[src/rtl/irrigation_pkg.sv]
// Shared encodings for the irrigation controller: FSM states, water levels,
// the {h,m,l} level decode and the irrigation target selection.
package irrigation_pkg;

  typedef enum logic [2:0] {
    ST_IDLE     = 3'd0,
    ST_DEAD     = 3'd1,
    ST_SPRINKLE = 3'd2,
    ST_DRIP     = 3'd3,
    ST_ERROR    = 3'd4
  } state_e;

  // Ordered so that valid levels compare numerically (EMPTY < LOW < MID < HIGH).
  typedef enum logic [2:0] {
    LVL_EMPTY   = 3'd0,
    LVL_LOW     = 3'd1,
    LVL_MID     = 3'd2,
    LVL_HIGH    = 3'd3,
    LVL_INVALID = 3'd7
  } level_e;

  function automatic level_e decode_level(input logic h, input logic m, input logic l);
    case ({h, m, l})
      3'b000:  return LVL_EMPTY;
      3'b001:  return LVL_LOW;
      3'b011:  return LVL_MID;
      3'b111:  return LVL_HIGH;
      default: return LVL_INVALID;
    endcase
  endfunction

  function automatic state_e pick_target(input level_e lvl, input logic as_req,
                                         input logic gt_req);
    if (lvl == LVL_INVALID)              return ST_ERROR;
    else if (as_req && lvl >= LVL_MID)   return ST_SPRINKLE;
    else if (gt_req && lvl >= LVL_LOW)   return ST_DRIP;
    else                                 return ST_IDLE;
  endfunction

endpackage

[src/rtl/irrigation_ctrl_cycle_timer.sv]
// Loadable down-counter that parks at zero; done is high while the count is zero.
module cycle_timer #(
  parameter int unsigned WIDTH = 8
) (
  input  logic             clk,
  input  logic             rstn,
  input  logic             load,
  input  logic [WIDTH-1:0] load_val,
  output logic             done
);

  logic [WIDTH-1:0] count_q, count_d;

  // NOTE: every variable driven in always_comb gets a default first, so no path leaves it unassigned and no latch is inferred.
  always_comb begin
    count_d = count_q;
    if (load)                 count_d = load_val;
    else if (count_q != '0)   count_d = count_q - WIDTH'(1);
  end

  // NOTE: sequential state uses non-blocking assignments so all flops update together at the edge.
  always_ff @(posedge clk or negedge rstn) begin
    if (!rstn) count_q <= '0;
    else       count_q <= count_d;
  end

  assign done = (count_q == '0);

endmodule

[src/rtl/irrigation_ctrl.sv]
// Irrigation valve controller with break-before-make gap between sprinkler and drip.
// Optional fill-valve timeout is built when IRRIG_FILL_TIMEOUT_EN is defined.
module irrigation_ctrl
  import irrigation_pkg::*;
#(
  parameter int unsigned DEAD_CYCLES  = 3,
  parameter int unsigned FILL_TIMEOUT = 1000
) (
  input  logic       clk,
  input  logic       rstn,
  input  logic       pulse,
  input  logic       h,
  input  logic       m,
  input  logic       l,
  input  logic       As,
  input  logic       Gt,
  output logic       v_sprinkler,
  output logic       v_drip,
  output logic       v_fill,
  output logic       alarm,
  output logic [2:0] state
);

  if (DEAD_CYCLES < 1 || DEAD_CYCLES > 255) begin : g_dead_range
    $error("DEAD_CYCLES must be within 1..255");
  end
  if (FILL_TIMEOUT < 1 || FILL_TIMEOUT > 65535) begin : g_fill_range
    $error("FILL_TIMEOUT must be within 1..65535");
  end

  state_e state_q, state_d;
  state_e target_q, target_d;
  logic   v_sprinkler_q, v_drip_q, v_fill_q, v_fill_d, alarm_q;
  level_e level;
  state_e target;
  logic   dead_load, dead_done, fill_expired;

  // The count is loaded at the sampling edge and runs down to zero; the move
  // to the latched target happens on the edge that sees zero, DEAD_CYCLES+1
  // edges after sampling.
  cycle_timer #(.WIDTH(8)) u_dead_timer (
    .clk      (clk),
    .rstn     (rstn),
    .load     (dead_load),
    .load_val (8'(DEAD_CYCLES)),
    .done     (dead_done)
  );

`ifdef IRRIG_FILL_TIMEOUT_EN
  logic fill_done;

  // Held at FILL_TIMEOUT-1 while the valve is shut so that it expires after
  // exactly FILL_TIMEOUT cycles of v_fill=1.
  cycle_timer #(.WIDTH(16)) u_fill_timer (
    .clk      (clk),
    .rstn     (rstn),
    .load     (!v_fill_q),
    .load_val (16'(FILL_TIMEOUT - 1)),
    .done     (fill_done)
  );

  assign fill_expired = v_fill_q && fill_done;
`else
  assign fill_expired = 1'b0;
`endif

  always_comb begin
    level     = decode_level(h, m, l);
    target    = pick_target(level, As, Gt);
    state_d   = state_q;
    target_d  = target_q;
    v_fill_d  = v_fill_q;
    dead_load = 1'b0;

    if (pulse) begin
      if (target == ST_IDLE || target == ST_ERROR) begin
        state_d = target;
      end else if (target != state_q) begin
        state_d   = ST_DEAD;
        target_d  = target;
        dead_load = 1'b1;
      end
      case (level)
        LVL_EMPTY, LVL_LOW: v_fill_d = 1'b1;
        LVL_HIGH:           v_fill_d = 1'b0;
        default:            v_fill_d = v_fill_q;
      endcase
    end else if (state_q == ST_DEAD && dead_done) begin
      state_d = target_q;
    end

    if (fill_expired)         state_d  = ST_ERROR;
    if (state_d == ST_ERROR)  v_fill_d = 1'b0;
  end

  always_ff @(posedge clk or negedge rstn) begin
    if (!rstn) begin
      state_q       <= ST_IDLE;
      target_q      <= ST_IDLE;
      v_sprinkler_q <= 1'b0;
      v_drip_q      <= 1'b0;
      v_fill_q      <= 1'b0;
      alarm_q       <= 1'b0;
    end else begin
      state_q       <= state_d;
      target_q      <= target_d;
      v_sprinkler_q <= (state_d == ST_SPRINKLE);
      v_drip_q      <= (state_d == ST_DRIP);
      v_fill_q      <= v_fill_d;
      alarm_q       <= (state_d == ST_ERROR);
    end
  end

  assign state       = state_q;
  assign v_sprinkler = v_sprinkler_q;
  assign v_drip      = v_drip_q;
  assign v_fill      = v_fill_q;
  assign alarm       = alarm_q;

endmodule
[config.mk]
export PLATFORM = sky130hd
export DESIGN_NAME = irrigation_ctrl
export DESIGN_NICKNAME = d
export VERILOG_FILES = /design/src/rtl/irrigation_pkg.sv /design/src/rtl/irrigation_ctrl_cycle_timer.sv /design/src/rtl/irrigation_ctrl.sv
export SDC_FILE = /design/constraint.sdc
export NUM_CORES = 1
export LEC_CHECK = 0
export BUFFER_PORTS_ARGS = -buffer_cell sky130_fd_sc_hd__buf_4
export CORE_MARGIN = 2
export CORE_UTILIZATION = 40
export DETAILED_ROUTE_END_ITERATION = 6
export PLACE_DENSITY = 0.57
export SETUP_SLACK_MARGIN = 0.5
export SLEW_MARGIN = 25
export SYNTH_ARGS = -nofsm -noshare
export SYNTH_HDL_FRONTEND = slang
export SYNTH_SLANG_ARGS = --single-unit
[constraint.sdc]
create_clock -name clk -period 4 [get_ports clk]
set_clock_uncertainty 0.05 [all_clocks]
set_input_delay 0.6 -clock clk [delete_from_list [all_inputs] [get_ports clk]]
set_output_delay 0.6 -clock clk [all_outputs]
set_load 0.03 [all_outputs]
== After elaboration in Yosys (flattened, before gate mapping) ==
Index checks and enable logic that the tools add are counted.

* Flip-flop bits (word level): 18
* Input bits: 8
* Output and inout bits: 7
* Word-level logic and storage cells: 54

* Add/sub/neg operators: 1
* $lt $le $gt $ge: 2
* Eq/ne operators: 12
* Mux-type cells: 16
* Bitwise logic cells: 1
* Reductions and logical operators: 15

{| class="wikitable"
|+ Operator list
! kind !! number
|-
| 8-bit 2-to-1 mux || 2
|-
| 3-bit 2-to-1 mux || 5
|-
| 3-bit by 2-bit == test with 1-bit output, second input constant || 4
|-
| 3-bit == test, second input constant || 4
|-
| 3-bit one-hot mux with 4 select lines || 1
|-
| 3-bit by 1-bit == test with 1-bit output, second input constant || 3
|-
| 3-bit zero test || 3
|-
| 8-bit zero test || 1
|-
| 8-bit nonzero test || 1
|-
| 8-bit by 1-bit subtractor with 8-bit output, second input constant || 1
|-
| 1-bit 2-to-1 mux || 5
|-
| 2-bit 2-to-1 mux || 2
|-
| 2-bit nonzero test || 2
|-
| 3-bit by 1-bit greater-or-equal comparator with 1-bit output, second input constant || 1
|-
| 3-bit by 2-bit greater-or-equal comparator with 1-bit output, second input constant || 1
|-
| 1-bit logical AND || 3
|-
| 3-bit inequality test || 1
|-
| 3-bit AND reduction || 1
|-
| 3-bit nonzero test || 1
|-
| 1-bit one-hot mux with 2 select lines || 1
|-
| 2-bit AND reduction || 1
|-
| 2-bit OR reduction || 1
|-
| 1-bit logical OR || 1
|-
| 1-bit inverter || 1
|}

== Logic depth before layout (Yosys ltp) ==
* Depth after elaboration: 14
* Depth in mapped cells: 7
* Gate-level depth less buffers: 7

== By module ==
A second synthesis with hierarchy kept.

* Cells, all modules: 107
* Area, all modules: 998.5 µm²

{| class="wikitable"
|+ By module, submodules not included
! module !! times used !! cells each !! area an instance (µm²) !! seq. area each (µm²)
|-
| irrigation_ctrl || 1 || 53 || 521.8 || 250.2
|-
| cycle_timer || 1 || 54 || 476.7 || 200.2
|}

== Worst setup path after synthesis ==
Ideal clock, no wire load.

* Path kind: register to register
* From: reg u_dead_timer.count_q[0]
* To: reg v_fill_q, in the netlist v_fill
* Library setup time: 0.133 ns
* Data arrival time: 1.620 ns
* Required time: 3.817 ns
* Path slack: 2.196 ns
* Stages on the path, launching flop included: 8
* Path buffers: 0
* Period minus slack after synthesis: 1.804 ns
* Path through: dfrtp_1 inv_1 ha_1 nor3b_2 and2_4 a41oi_4 a2111oi_4 a211oi_2

* Word-level cells in the longest chain between the ends: 7
* Elaborated cells between the ends (all ways): 9
* Those cells by class: eq/ne: 1; mux: 3; reduce/logical: 5

{| class="wikitable"
|+ RTL lines
! element !! RTL line !! RTL
|-
| start, declared || irrigation_ctrl_cycle_timer.sv:12 || <nowiki>logic [WIDTH-1:0] count_q, count_d;</nowiki>
|-
| start signal, assigned || irrigation_ctrl_cycle_timer.sv:24 || <nowiki>else count_q <= count_d;</nowiki>
|-
| 8-bit zero test * || irrigation_ctrl_cycle_timer.sv:27 || <nowiki>assign done = (count_q == '0);</nowiki>
|-
| 1-bit logical AND * || irrigation_ctrl.sv:88 || <nowiki>end else if (state_q == ST_DEAD && dead_done) begin</nowiki>
|-
| 3-bit 2-to-1 mux * || irrigation_ctrl.sv:88 ||
|-
| 3-bit 2-to-1 mux * || irrigation_ctrl.sv:75 || <nowiki>if (pulse) begin</nowiki>
|-
| 3-bit == test * || irrigation_ctrl.sv:93 || <nowiki>if (state_d == ST_ERROR) v_fill_d = 1'b0;</nowiki>
|-
| 3-bit nonzero test (no source line) / 2-bit nonzero test (equally long branches) || -- ||
|-
| 2-bit AND reduction (no source line) || -- ||
|-
| end signal, assigned || irrigation_ctrl.sv:109 || <nowiki>v_fill_q <= v_fill_d;</nowiki>
|-
| end, declared || irrigation_ctrl.sv:33 || <nowiki>logic v_sprinkler_q, v_drip_q, v_fill_q, v_fill_d, alarm_q;</nowiki>
|}

Every way passes the cells marked *; elsewhere a longest branch is shown, timed or not.
A chain may end at the register's enable or synchronous reset.

== Worst setup path after layout ==
Ends and elaborated chain as after synthesis.

==> metrics.txt <==
I/O Buffers=14; Final period util=0.519; Worst-Margin Slew=0.764 ns; Worst Slack Setup Final=1.92 ns; Post-Syn Nets=106; post-CTS setup buffers=0; Max Freq=482 MHz; cell count after synthesis=97; Max clock buf depth=2; H-Tree Depth=1; drc violations=0; Yosys cell types=35; Post-Route Setup TNS=0 ns; clock sinks=18; Worst-path clk slew=0.11 ns; Synth Register Bits=18; peak supply drop=0.000265 V; Hold Crit Class=primary input to async pin; die area=2860 sq um; Worst-Skew Late Latency=0.30 ns; Mapped Area=981 sq um; Routed Antenna Nets=0; Vias=746; synth warn=0; antenna violations before repair=0; Cell Rows=17; Top Ports=15; hold buffers post-CTS=0; leakage=0.511 nW; PwrDens=539 nW/um^2; Routed WL=1910 microns; post-layout min period=2.08 ns; placed cells=138; Final HPWL DP=1450 microns; RSZ-0062 raised after global routing=no; final core utilization=0.506; Starting DRT DRC Count=6; Non-Filler Instances=142; share of cells above drive strength 1=0.237; CTS tree=built; post-cts repair resize count=0; P&R area growth vs syn=17.5%; Arr. time, crit path=2.21 ns; Avg Cell Area, Syn=10.1 sq um; Max-cap violations=0; drt via density=5.25; Core ar.=2280 sq um; ant diodes=0; Seq/Total Area, Yosys=0.459; most common cell after layout, fill and taps aside=dfrtp_1; pre-CTS setup slack=1.75 ns; Slew Viols, Final=0; CP Capture Type=register; # nets final=124; first-pass GRT wire length=3310 microns; Design Power=0.000622 W; root buffer cell=clkbuf_4; largest net degree at the start of global routing=19; Hold Fails Final Rpt=0; status=completed; Remaining Overflow, GRT=0; gr usage total=0.166; first-pass detailed-route iteration total=4; Worst Path Class, Setup=register to register; Initial Util=0.431; vias in the first global route=736; CP Data Required Time=4.13 ns; wire per inst=13.5 microns; Vert. Die Dim=53.5 microns; Final GP Congestion=0.806; most frequent cells in the layout=dfrtp_1 (18), buf_4 (14), nor2_1 (10); Worst setup SP type=register; relative slew slack=0.491; Die X=53.5 microns; CTS Buf Count=3; Critical Path Fanout Max=4; final setup vio count=0
==> critical path, stage by stage, from the launching register on <==
cell and delay, ns:
dfrtp_1 0.43, inv_1 0.12, ha_1 0.24, nor3b_2 0.28
and2_4 0.23, a41oi_4 0.14, a2111oi_4 0.41, a211oi_2 0.05
==> path summary, 6_finish.rpt <==
check | startpoint | to | slack, ns | cells past startpoint
setup / recovery | u_dead_timer.count_q[0] | v_fill | 1.92 | 7
hold / removal | rstn | u_dead_timer.count_q[4] | 0.09 | 1
setup reg to reg | u_dead_timer.count_q[0] | v_fill | 1.92 | 7
hold reg to reg | target_q[1] | target_q[1] | 0.44 | 1
max in group asynchronous | rstn | v_fill | 3.61 | 1
min in group clk | h | v_fill | 0.43 | 2
==> state kept, by name, summed over array words and instances (netlist names) <==
register and cells:
target_q 3, v_fill 1, u_dead_timer.count_q 8, v_sprinkler 1, v_drip 1, state 3
alarm 1
==> final cells by class <==
cell class	instances	area (sq um)
multi-input combinational	71	499
tap	28	35.0
timing repair buffer	14	105
fill	222	1120
clock buffer	4	36.3
sequential	18	450
inverter	7	26.3
==> synth_stat cells <==
| master | instances | area (sq um) |
|---|---|---|
| a41oi_4 | 1 | 27.5 |
| a211oi_2 | 1 | 12.5 |
| xor2_1 | 4 | 35.0 |
| xnor2_1 | 2 | 17.5 |
| a21boi_1 | 1 | 7.51 |
| nor3b_2 | 1 | 12.5 |
| nand3_2 | 1 | 10.0 |
| a21oi_1 | 5 | 25.0 |
| a31oi_1 | 2 | 12.5 |
| nor3b_1 | 2 | 15.0 |
| dfrtp_1 | 18 | 450 |
| and2b_1 | 1 | 7.51 |
| nor4_1 | 2 | 12.5 |
| a2111oi_4 | 1 | 27.5 |
| nand4_1 | 2 | 12.5 |
| nor4_4 | 1 | 21.3 |
| a2bb2oi_1 | 1 | 8.76 |
| or2_1 | 3 | 18.8 |
| inv_1 | 7 | 26.3 |
| buf_2 | 1 | 5.00 |
| and2_4 | 1 | 8.76 |
| a31o_2 | 1 | 8.76 |
| nand3b_1 | 1 | 7.51 |
| nand2b_1 | 4 | 25.0 |
| or4_1 | 1 | 7.51 |
| ha_1 | 1 | 12.5 |
| o22ai_2 | 1 | 12.5 |
| o21ai_0 | 5 | 25.0 |
| nand2_1 | 9 | 33.8 |
| o31a_1 | 1 | 8.76 |
| nor2_1 | 10 | 37.5 |
| nor3_1 | 1 | 5.00 |
| nand3_1 | 2 | 10.0 |
| and3_1 | 1 | 6.26 |
| nor2b_1 | 1 | 6.26 |
==> per-stage QoR <==
step | hold WS, ns | instance area, sq um
final | 0.0934 | 1150
after global placement | 0.422 | 1120
after floorplan | 0.254 | 981
after detailed placement | 0.426 | 1120
after global routing | 0.0945 | 1150
after CTS | 0.0883 | 1150
==> where the power goes <==
part	total [W]	internal (W)	leakage, nW	switching, W
combinational	0.000222	0.000101	0.263	0.000121
sequential	0.000283	0.000228	0.228	0.0000549
clock	0.000117	0.0000555	0.0210	0.0000611
==> routing by layer <==
| metal | routed length (microns) | global-route usage | up-vias |
|---|---|---|---|
| met3 | 62 | 0.0424 | 2 |
| met1 | 892 | 0.195 | 358 |
| met2 | 941 | 0.292 | 12 |
| met4 | 13 | 0.0513 | 0 |
| met5 | 0 | 0 | - |
| li1 | - | - | 374 |
==> cells by family after synthesis <==
| logic type | Yosys count | synth area share |
|---|---|---|
| compound gates | 20 | 0.180 |
| xor+xnor | 6 | 0.0536 |
| fa+ha+maj | 1 | 0.0128 |
| buf+inv | 8 | 0.0319 |
| flops | 18 | 0.459 |
| simple gates | 44 | 0.263 |
No activity file was read; power rests on OpenSTA's default activity.
